`src/rtl/alu_issue_ctrl.sv`:
```
// Multi-cycle issue/write-back controller: fetches operands from the register file,
// drives the ALU, writes the result back to rd and returns result/flags on a response.
module alu_issue_ctrl #(
   parameter int DATA_W             = 32,
   parameter bit SUPPRESS_WB_ON_OVF = 1'b0,
   parameter int CNT_W              = 16
) (
   input  logic              clk,
   input  logic              reset,
   input  logic              cmd_valid,
   output logic              cmd_ready,
   input  logic [3:0]        cmd_alu_ctrl,
   input  logic [4:0]        cmd_rs1,
   input  logic [4:0]        cmd_rs2,
   input  logic [4:0]        cmd_rd,
   input  logic [DATA_W-1:0] cmd_imm,
   input  logic              cmd_use_imm,
   output logic [4:0]        rf_rs1,
   output logic [4:0]        rf_rs2,
   input  logic [DATA_W-1:0] rf_rdata1,
   input  logic [DATA_W-1:0] rf_rdata2,
   output logic [4:0]        rf_rd,
   output logic [DATA_W-1:0] rf_wdata,
   output logic              rf_we,
   output logic [DATA_W-1:0] alu_a,
   output logic [DATA_W-1:0] alu_b,
   output logic [3:0]        alu_ctrl,
   input  logic [DATA_W-1:0] alu_result,
   input  logic              alu_zero,
   input  logic              alu_overflow,
   output logic              rsp_valid,
   input  logic              rsp_ready,
   output logic [DATA_W-1:0] rsp_result,
   output logic              rsp_zero,
   output logic              rsp_overflow,
   output logic              rsp_wrote,
   output logic [CNT_W-1:0]  done_count,
   output logic [2:0]        dbg_state
);

   typedef enum logic [2:0] {
      IDLE = 3'd0,
      READ = 3'd1,
      EXEC = 3'd2,
      WB   = 3'd3,
      RESP = 3'd4
   } state_t;

   state_t              state_q;
   state_t              state_d;

   logic [3:0]          ctrl_q;
   logic [4:0]          rs1_q;
   logic [4:0]          rs2_q;
   logic [4:0]          rd_q;
   logic [DATA_W-1:0]   imm_q;
   logic                use_imm_q;
   logic [DATA_W-1:0]   op_a_q;
   logic [DATA_W-1:0]   op_b_q;
   logic [DATA_W-1:0]   res_q;
   logic                zero_q;
   logic                ovf_q;
   logic                wrote_q;
   logic [CNT_W-1:0]    done_q;

   logic                cmd_fire;
   logic                rsp_fire;
   logic                wb_en;

   // Handshakes: a transfer occurs on a rising edge where valid and ready are both high.
   // cmd_ready and rsp_valid are pure functions of state, never of the partner's signal.
   assign cmd_fire = (state_q == IDLE) && cmd_valid;
   assign rsp_fire = (state_q == RESP) && rsp_ready;

   // x0 is never written; optionally an overflowing result is dropped too.
   assign wb_en = (rd_q != 5'd0) && !(SUPPRESS_WB_ON_OVF && ovf_q);

   always_ff @(posedge clk or posedge reset) begin
      if (reset) begin
         state_q <= IDLE;
      end else begin
         state_q <= state_d;
      end
   end

   always_comb begin
      state_d = state_q;
      unique case (state_q)
         IDLE:    if (cmd_fire) state_d = READ;
         READ:    state_d = EXEC;
         EXEC:    state_d = WB;
         WB:      state_d = RESP;
         RESP:    if (rsp_fire) state_d = IDLE;
         default: state_d = IDLE;
      endcase
   end

   always_ff @(posedge clk or posedge reset) begin
      if (reset) begin
         ctrl_q    <= '0;
         rs1_q     <= '0;
         rs2_q     <= '0;
         rd_q      <= '0;
         imm_q     <= '0;
         use_imm_q <= 1'b0;
         op_a_q    <= '0;
         op_b_q    <= '0;
         res_q     <= '0;
         zero_q    <= 1'b0;
         ovf_q     <= 1'b0;
         wrote_q   <= 1'b0;
         done_q    <= '0;
      end else begin
         if (cmd_fire) begin
            ctrl_q    <= cmd_alu_ctrl;
            rs1_q     <= cmd_rs1;
            rs2_q     <= cmd_rs2;
            rd_q      <= cmd_rd;
            imm_q     <= cmd_imm;
            use_imm_q <= cmd_use_imm;
         end
         // Operands are frozen here, so rd aliasing rs1/rs2 is harmless at write-back.
         if (state_q == READ) begin
            op_a_q <= rf_rdata1;
            op_b_q <= use_imm_q ? imm_q : rf_rdata2;
         end
         if (state_q == EXEC) begin
            res_q  <= alu_result;
            zero_q <= alu_zero;
            ovf_q  <= alu_overflow;
         end
         if (state_q == WB) begin
            wrote_q <= wb_en;
         end
         if (rsp_fire) begin
            done_q <= done_q + CNT_W'(1);
         end
      end
   end

   // Every interface output is zero outside the state that owns it.
   always_comb begin
      cmd_ready    = 1'b0;
      rf_rs1       = '0;
      rf_rs2       = '0;
      rf_rd        = '0;
      rf_wdata     = '0;
      rf_we        = 1'b0;
      alu_a        = '0;
      alu_b        = '0;
      alu_ctrl     = '0;
      rsp_valid    = 1'b0;
      rsp_result   = '0;
      rsp_zero     = 1'b0;
      rsp_overflow = 1'b0;
      rsp_wrote    = 1'b0;
      unique case (state_q)
         IDLE: begin
            cmd_ready = 1'b1;
         end
         READ: begin
            rf_rs1 = rs1_q;
            rf_rs2 = rs2_q;
         end
         EXEC: begin
            alu_a    = op_a_q;
            alu_b    = op_b_q;
            alu_ctrl = ctrl_q;
         end
         WB: begin
            rf_rd    = rd_q;
            rf_wdata = res_q;
            rf_we    = wb_en;
         end
         RESP: begin
            rsp_valid    = 1'b1;
            rsp_result   = res_q;
            rsp_zero     = zero_q;
            rsp_overflow = ovf_q;
            rsp_wrote    = wrote_q;
         end
         default: begin
            cmd_ready = 1'b0;
         end
      endcase
   end

   assign done_count = done_q;
   assign dbg_state  = state_q;

endmodule
```
`config.mk`:
```
export PLATFORM = sky130hd
export DESIGN_NAME = alu_issue_ctrl
export DESIGN_NICKNAME = d
export VERILOG_FILES = /design/src/rtl/alu_issue_ctrl.sv
export SDC_FILE = /design/constraint.sdc
export NUM_CORES = 1
export LEC_CHECK = 0
export CORE_UTILIZATION = 35
export DETAILED_ROUTE_END_ITERATION = 10
export PLACE_DENSITY = 0.71
export SETUP_SLACK_MARGIN = 0.5
export SLEW_MARGIN = 10
export SYNTH_ARGS = -nofsm -noshare
export SYNTH_HDL_FRONTEND = slang
export SYNTH_SLANG_ARGS = --single-unit
```
`constraint.sdc`:
```
create_clock -name clk -period 5.6 [get_ports clk]
set_clock_uncertainty 0.1 [all_clocks]
set_input_delay 1.12 -clock clk [delete_from_list [all_inputs] [get_ports clk]]
set_output_delay 1.12 -clock clk [all_outputs]
set_load 0.03 [all_outputs]
```
# After elaboration in Yosys (flattened, before gate mapping)
# Index checks and enable logic that the tools add are counted.
[word_totals] reg_bits=170 in_bits=154 word_cells=44 output_inout_bits=172
[op_classes] n_reduce_logical=5 eq_ne=6 mux=18 addsub=1
[ops] cell="2-to-1 mux 32 bit" n=5
[ops] cell="adder 16 x 1 -> 16 bit, second input constant" n=1
[ops] cell="2-to-1 mux 5 bit" n=3
[ops] cell="one-hot mux 3 bit (5 select lines)" n=1
[ops] cell="equality test 3 x 2 -> 1 bit, second input constant" n=2
[ops] cell="2-to-1 mux 1 bit" n=6
[ops] cell="2-to-1 mux 3 bit" n=2
[ops] cell="nonzero test 5 bit" n=1
[ops] cell="2-to-1 mux 4 bit" n=1
[ops] cell="inequality test 2 bit, second input constant" n=2
[ops] cell="equality test 3 x 1 -> 1 bit, second input constant" n=1
[ops] cell="equality test 3 bit, second input constant" n=1
[ops] cell="logical NOT 3 bit" n=1
[ops] cell="logical AND 1 bit" n=2
[ops] cell="AND reduction 2 bit" n=1

# Logic depth before layout (Yosys ltp)
# Gate-level depths: netlist of run 1.
[depth] depth_word=4 ltp_mapped=5 mapped_depth_nobuf=4

# Least setup slack after synthesis of run 1
# Ideal clock, no wire load.
[synth_path] path_kind="reg-to-output" start="register state_q[2], in the netlist dbg_state[2]" end="output port rsp_result[22]" path_stages_with_launch=4 required_time_ns=4.380 setup_slack_ns=2.652 arrival_time_ns=1.728 n_path_buf=1 path_cell_list="dfrtp_1 -> nor3b_4 -> clkbuf_1 -> and2_1"
[synth_between] elab_chain_len=2
[synth_rtl] element="from (decl)" line="49" source="state_t state_q;"
[synth_rtl] element="from (signal assigned)" line="82" source="state_q <= state_d;"
[synth_rtl] element="equality test 3 bit" line="157" source="unique case (state_q)"
[synth_rtl] element="2-to-1 mux 32 bit" line="157"
[synth_rtl] element="to (decl)" line="33" source="output logic [DATA_W-1:0] rsp_result,"
# Every way passes these cells.

# Worst setup path in the final report of run 1
[layout_path] start="register state_q[2], in the netlist dbg_state[2]" end="output port rsp_result[25]"
# The elaborated chain is that of the path after synthesis.

==> flow_summary.yaml, run 1 <==
outcome:
  status: "finished, final reports clean"
worst_setup_path:
  cp_max_fo: 37
  crit_required_ns: 4.38
  path_class: "reg2out"
  worstPathArrival_ns: 2.80
  start_kind: "flop"
  setup.worst_path.end_class: "output port"
sta:
  fin_crit_sh_pct: 71.7
  setup_tns_ns: 0
  timing.hold.ws_ns: 0.372
  maxSlewHeadroom_pct: 26.7
  finalHoldViolations: 0
  clock.fmax_mhz: 249
  slew_viol_final: 0
  min_period_ns: 4.02
  rsz0062_at_grt: "no"
  worst_pin_slew_ns: 1.10
  setup_viol: 0
global_routing:
  grt_pass1_vias: 5666
  grt_max_degree: 108
  antenna_found_initial: 1
  grt_usage_pct: 18.0
  grt_overflow: 0
  grt_pass1_wl_um: 31300
synthesis:
  syn-cell-area_mm2: 0.00774
  ys_top_cells_by_count: "dfrtp_1 (170), and2_1 (152), mux2_2 (119), nor2_1 (36), a21oi_1 (33)"
  yosysWarnings: 0
  yosysTopAreaCell: "dfrtp_1"
  synth_area_leaders: "dfrtp_1 (55%), mux2_2 (17%), and2_1 (12%)"
  yosysSeqAreaShare_pct: 54.9
  postSynth.asyncResetShare_pct: 100
  yosys.cell_types.count: 31
  syn_area_per_cell_um2: 12.2
  netlist_instances: 637
  synth_fp_nets: 792
  synth_edf_count: 0
  yosys.area.top_type_share_pct: 54.9
  ys.flop_type: "dfrtp_1"
  ys_ff_latch: 170
  yosysMostFrequentCell: "dfrtp_1"
clock_network:
  holdBufCountCts: 0
  cts.sinks: 170
  cts_max_level: 4
  cts_setup_buffers: 0
  clockBufferDepth: 2
  clock_latency_ns: 0.42
  cts_tree: "done"
  root_buffer: "clkbuf_16"
  cts-buffers-inserted: 17
  clk_pin_slew_worst_paths_ns: 0.07
  cts_resized: 0
drt:
  avgRoutedWirePerCell_um: 16.5
  vias_per_cell: 4.64
  drtIter0Drc: 165
  drc: 0
  ant_nets: 0
  wl_um: 20400
  drt-pass1-iter-count: 4
  dr_total_vias: 5753
pwr:
  p_switching_uw: 2540
  p_total_uw: 6560
  p_per_area_mw_per_mm2: 554
  clock_power_share_pct: 17.9
  pwr-share-seq_pct: 33.9
  cellLeakagePower_uw: 0.00489
  ir_worst_vdd_v: 0.000275
  intPower_uw: 4020
  pwr-share-comb_pct: 48.2
  swShare_pct: 38.7
hold_path:
  hold_path_class: "reg2reg"
finish:
  drive_above_1_share_pct: 17.3
  n_antenna_cell: 0
  area_growth_pct: 52.8
  post-route-cell-area_mm2: 0.0118
  layout.nets: 1102
  postLayoutCoreUtil_pct: 54.4
  fill_cells: 1944
floorplan:
  fp.dieH_um: 151
  rows: 54
  dieArea_mm2: 0.0227
  die_w_um: 151
  start_util_pct: 35.6
  num_io_pins: 326
  core_mm2: 0.0218
place:
  hpwl_um: 14400
  gp_congestion: 0.775
  placed_area_mm2: 0.0112
  io_buffers: 325
run:
  maxCapViolations: 0
## critical path, cell delays in order (launching register included)
cell and delay (ns):
dfrtp_1 0.50, nor3b_4 0.95, and2_1 0.25, clkdlybuf4s50_1 0.67
## metrics by stage
step,std cells,setup slack (ns)
after floorplan,637,2.21
after global placement,1208,2.07
after detailed placement,1208,1.98
after CTS,1240,1.52
after global routing,1240,1.36
final,1240,1.58
## power by group through the flow
stage	combinational (µW)	sequential, µW	clock, µW
after floorplan	2170	2100	0
after global placement	3170	2230	0
after detailed placement	3200	2250	0
after CTS	3210	2230	1210
after global routing	3390	2310	1270
final	3160	2220	1180
## placed cells by master, fill, tap and decap left out
cell type	count
nor2_1	36
and2_2	1
and4_1	2
nor3_1	7
a21o_1	1
inv_8	3
clkbuf_16	17
inv_1	3
xnor2_1	9
nand4_2	1
nor4_2	1
nor3b_2	1
and3_1	2
nand2_1	6
clkinvlp_4	2
mux2_2	119
buf_4	5
dfrtp_2	1
dfrtp_1	169
clkinv_2	1
inv_6	5
clkbuf_1	1
and2_1	151
clkinv_8	1
nand3_1	5
and3b_1	2
nor3b_4	2
nand4_1	1
buf_12	2
a21oi_1	33
o21ai_0	1
nand3b_1	1
mux2i_1	32
ha_1	1
or2_2	1
clkinv_4	2
bufinv_16	1
clkdlybuf4s50_1	325
xor2_1	6
## registers in the layout, indices dropped and copies added (netlist names)
name        flops
res_q          32
imm_q          32
wrote_q         1
zero_q          1
rs1_q           5
dbg_state       3
done_count     16
op_b_q         32
op_a_q         32
ctrl_q          4
use_imm_q       1
ovf_q           1
rs2_q           5
rd_q            5
## layer usage
layer,global-route usage (%),part of all wire (%),up-vias
met2,30.2,49,195
met3,6.06,7.8,18
met4,4.70,1.4,0
met1,22.1,41,2787
li1,-,-,2753
met5,0,0,-
## final cells by class
class                   instances  area (µm²)  share of cell area [%]
clock buffers                  18         429                    3.63
clock inverters                14         154                    1.30
inverters                       4        18.8                   0.159
multi-input cells             422        3290                    27.8
flip-flops and latches        170        4260                    36.0
well taps                     280         350                    2.96
repair buffers                332        3330                    28.1
## path summary, 6_finish.rpt
check	from	endpoint	slack (ns)	cells after the start
max in group asynchronous	reset	done_count[0]$_DFFE_PP0P_	3.44	3
worst max-delay path	dbg_state[2]$_DFFE_PP0P_	rsp_result[25]	1.58	3
worst min-delay path	done_count[15]$_DFFE_PP0P_	done_count[15]$_DFFE_PP0P_	0.37	1
worst min register to register	done_count[15]$_DFFE_PP0P_	done_count[15]$_DFFE_PP0P_	0.37	1
min in group asynchronous	reset	op_a_q[19]$_DFFE_PP0N_	1.00	2
worst max register to register	dbg_state[1]$_DFFE_PP0P_	imm_q[2]$_DFFE_PP0P_	2.90	4
## logic make-up (layout without fill, tap and decap cells)
kind of cell	Yosys count	after routing	share of synthesized area, %
fa+ha+maj	1	1	0.162
buf+inv	45	368	2.70
xor+xnor	15	15	1.70
simple gates	220	220	16.8
flops	170	170	54.9
mux	151	151	21.4
compound gates	35	35	2.29
(Power assumes the default switching activity.)
==> inputs of run 2 (changes only) <==
- PLACE_DENSITY: 0.71 -> 0.68
- clock period: 5.6 -> 4.1 ns (I/O delays scaled with it)
==> flow_summary.yaml, run 2 (synthesized netlist as in run 1, its figures left out) <==
outcome:
  status: "finished, final reports clean"
place:
  io_buffers: 325
  dp.cells: 1213
  gp_congestion: 0.762
  hpwl_um: 14800
finish:
  drive_above_1_share_pct: 17.7
  area_growth_pct: 53.4
  fin_cells: 1245
  n_antenna_cell: 0
  layout.nets: 1107
  mostFrequentLayoutCells: "clkdlybuf4s50_1 (325), dfrtp_1 (169), and2_1 (151)"
  layout_commonest_cell: "clkdlybuf4s50_1"
global_routing:
  grt_pass1_vias: 5702
  grt_usage_pct: 18.6
  grt_pass1_wl_um: 31900
  grt_overflow: 0
  grt_busiest_layer: "met2"
  use_met3_pct: 5.24
  met2_usage_pct: 31.6
  grt_max_degree: 75
  use_met1_pct: 22.8
  antenna_found_initial: 0
worst_setup_path:
  worstPathArrival_ns: 2.53
  crit_required_ns: 3.18
  path_cells: "nor3b_4, buf_4, and2_1, clkdlybuf4s50_1"
  path_class: "reg2out"
  setup.worst_path.end_class: "output port"
  cp_max_fo: 36
  critPathMaxStageDelay_ns: 0.68
  cp_slowest_cell: "clkdlybuf4s50_1"
  start_kind: "flop"
drt:
  drt-pass1-iter-count: 4
  ant_nets: 0
  vias_per_cell: 4.64
  drtIter0Drc: 123
  drc: 0
  wl_um: 20700
  dr_total_vias: 5779
  avgRoutedWirePerCell_um: 16.6
floorplan:
  core_mm2: 0.0218
  die_w_um: 151
  fp.dieH_um: 151
  rows: 54
  start_util_pct: 35.6
  num_io_pins: 326
  dieArea_mm2: 0.0227
clock_network:
  cts_resized: 0
  cts_setup_buffers: 0
  clockBufferDepth: 2
  cts_tree: "done"
  clk_pin_slew_worst_paths_ns: 0.07
  cts-buffers-inserted: 17
  holdBufCountCts: 0
  cts_max_level: 4
  cts.sinks: 170
  root_buffer: "clkbuf_16"
  clock_latency_ns: 0.42
hold_path:
  hold_path_class: "reg2reg"
pwr:
  ir_worst_vdd_v: 0.000322
  clock_power_share_pct: 17.4
  intPower_uw: 5510
  pwr-share-seq_pct: 33.9
  swShare_pct: 38.5
  cellLeakagePower_uw: 0.00491
  p_switching_uw: 3450
  pwr-share-comb_pct: 48.7
  p_per_area_mw_per_mm2: 754
sta:
  finalHoldViolations: 0
  worst_pin_slew_ns: 1.03
  setup_viol: 0
  rsz0062_at_grt: "no"
  fin_crit_sh_pct: 84.2
  maxSlewHeadroom_pct: 31.3
  slew_viol_final: 0
  clock.fmax_mhz: 290
  min_period_ns: 3.45
  setup_tns_ns: 0
run:
  maxCapViolations: 0
run 2: cell types whose count changed in the layout (fill, tap and decap cells not counted), moves of 2 or more:
cell / before / now
buf_4: 5 / 8
buf_12: 2 / 4
clkinv_4: 2 / 5
inv_6: 5 / 2
run 2: path summary, 6_finish.rpt:
| check | from | endpoint | slack, ns | depth (start not counted) |
|---|---|---|---|---|
| max | dbg_state[1]$_DFFE_PP0P_ | alu_b[17] | 0.65 | 4 |
| min | done_count[15]$_DFFE_PP0P_ | done_count[15]$_DFFE_PP0P_ | 0.37 | 1 |
| max reg2reg | dbg_state[1]$_DFFE_PP0P_ | imm_q[21]$_DFFE_PP0P_ | 1.98 | 4 |
| min reg2reg | done_count[15]$_DFFE_PP0P_ | done_count[15]$_DFFE_PP0P_ | 0.37 | 1 |
| max in group asynchronous | reset | op_a_q[14]$_DFFE_PP0N_ | 2.54 | 3 |
| min in group asynchronous | reset | op_a_q[29]$_DFFE_PP0N_ | 0.76 | 3 |
run 2: power by group through the flow:
| stage | sequential, µW | combinational (µW) | clock, µW |
|---|---|---|---|
| 5_1_grt | 3150 | 4700 | 1680 |
| 2_1_floorplan | 2860 | 2970 | 0 |
| 6_report | 3030 | 4360 | 1560 |
| 3_3_place_gp | 3050 | 4370 | 0 |
| 4_1_cts | 3050 | 4440 | 1610 |
| 3_5_place_dp | 3070 | 4430 | 0 |
run 2: per-layer routing:
metal  share of wire [%]  vias up
li1                    -     2774
met1                  41     2782
met2                  50      204
met3                 7.6       19
met4                 1.3        0
met5                   0        -
run 2: cell type report:
| cell class | count | area, µm² |
|---|---|---|
| inverter | 4 | 18.8 |
| tap | 280 | 350 |
| sequential | 170 | 4260 |
| clock buffer | 18 | 429 |
| fill | 1932 | 9880 |
| multi-input combinational | 422 | 3290 |
| clock inverter | 14 | 139 |
| timing repair buffer | 337 | 3390 |
run 2: stage by stage:
step	instance area (µm²)	total power, µW	setup WS (ns)	util, %	hold slack (ns)
finish	11900	8950	0.648	54.6	0.373
global route	11900	9530	0.500	54.6	0.405
CTS	11900	9100	0.578	54.6	0.378
detailed placement	11300	7500	1.05	52.0	0.365
global placement	11300	7420	1.09	52.0	0.354
floorplan	7750	5830	1.01	-	0.341
run 2: worst max-delay path: cells and delay by family, from the launching register on:
| kind | cells | cell delay [ns] |
|---|---|---|
| buffers and inverters | 2 | 1.05 |
| AND/OR/NAND/NOR | 2 | 0.53 |
| flip-flops | 1 | 0.52 |
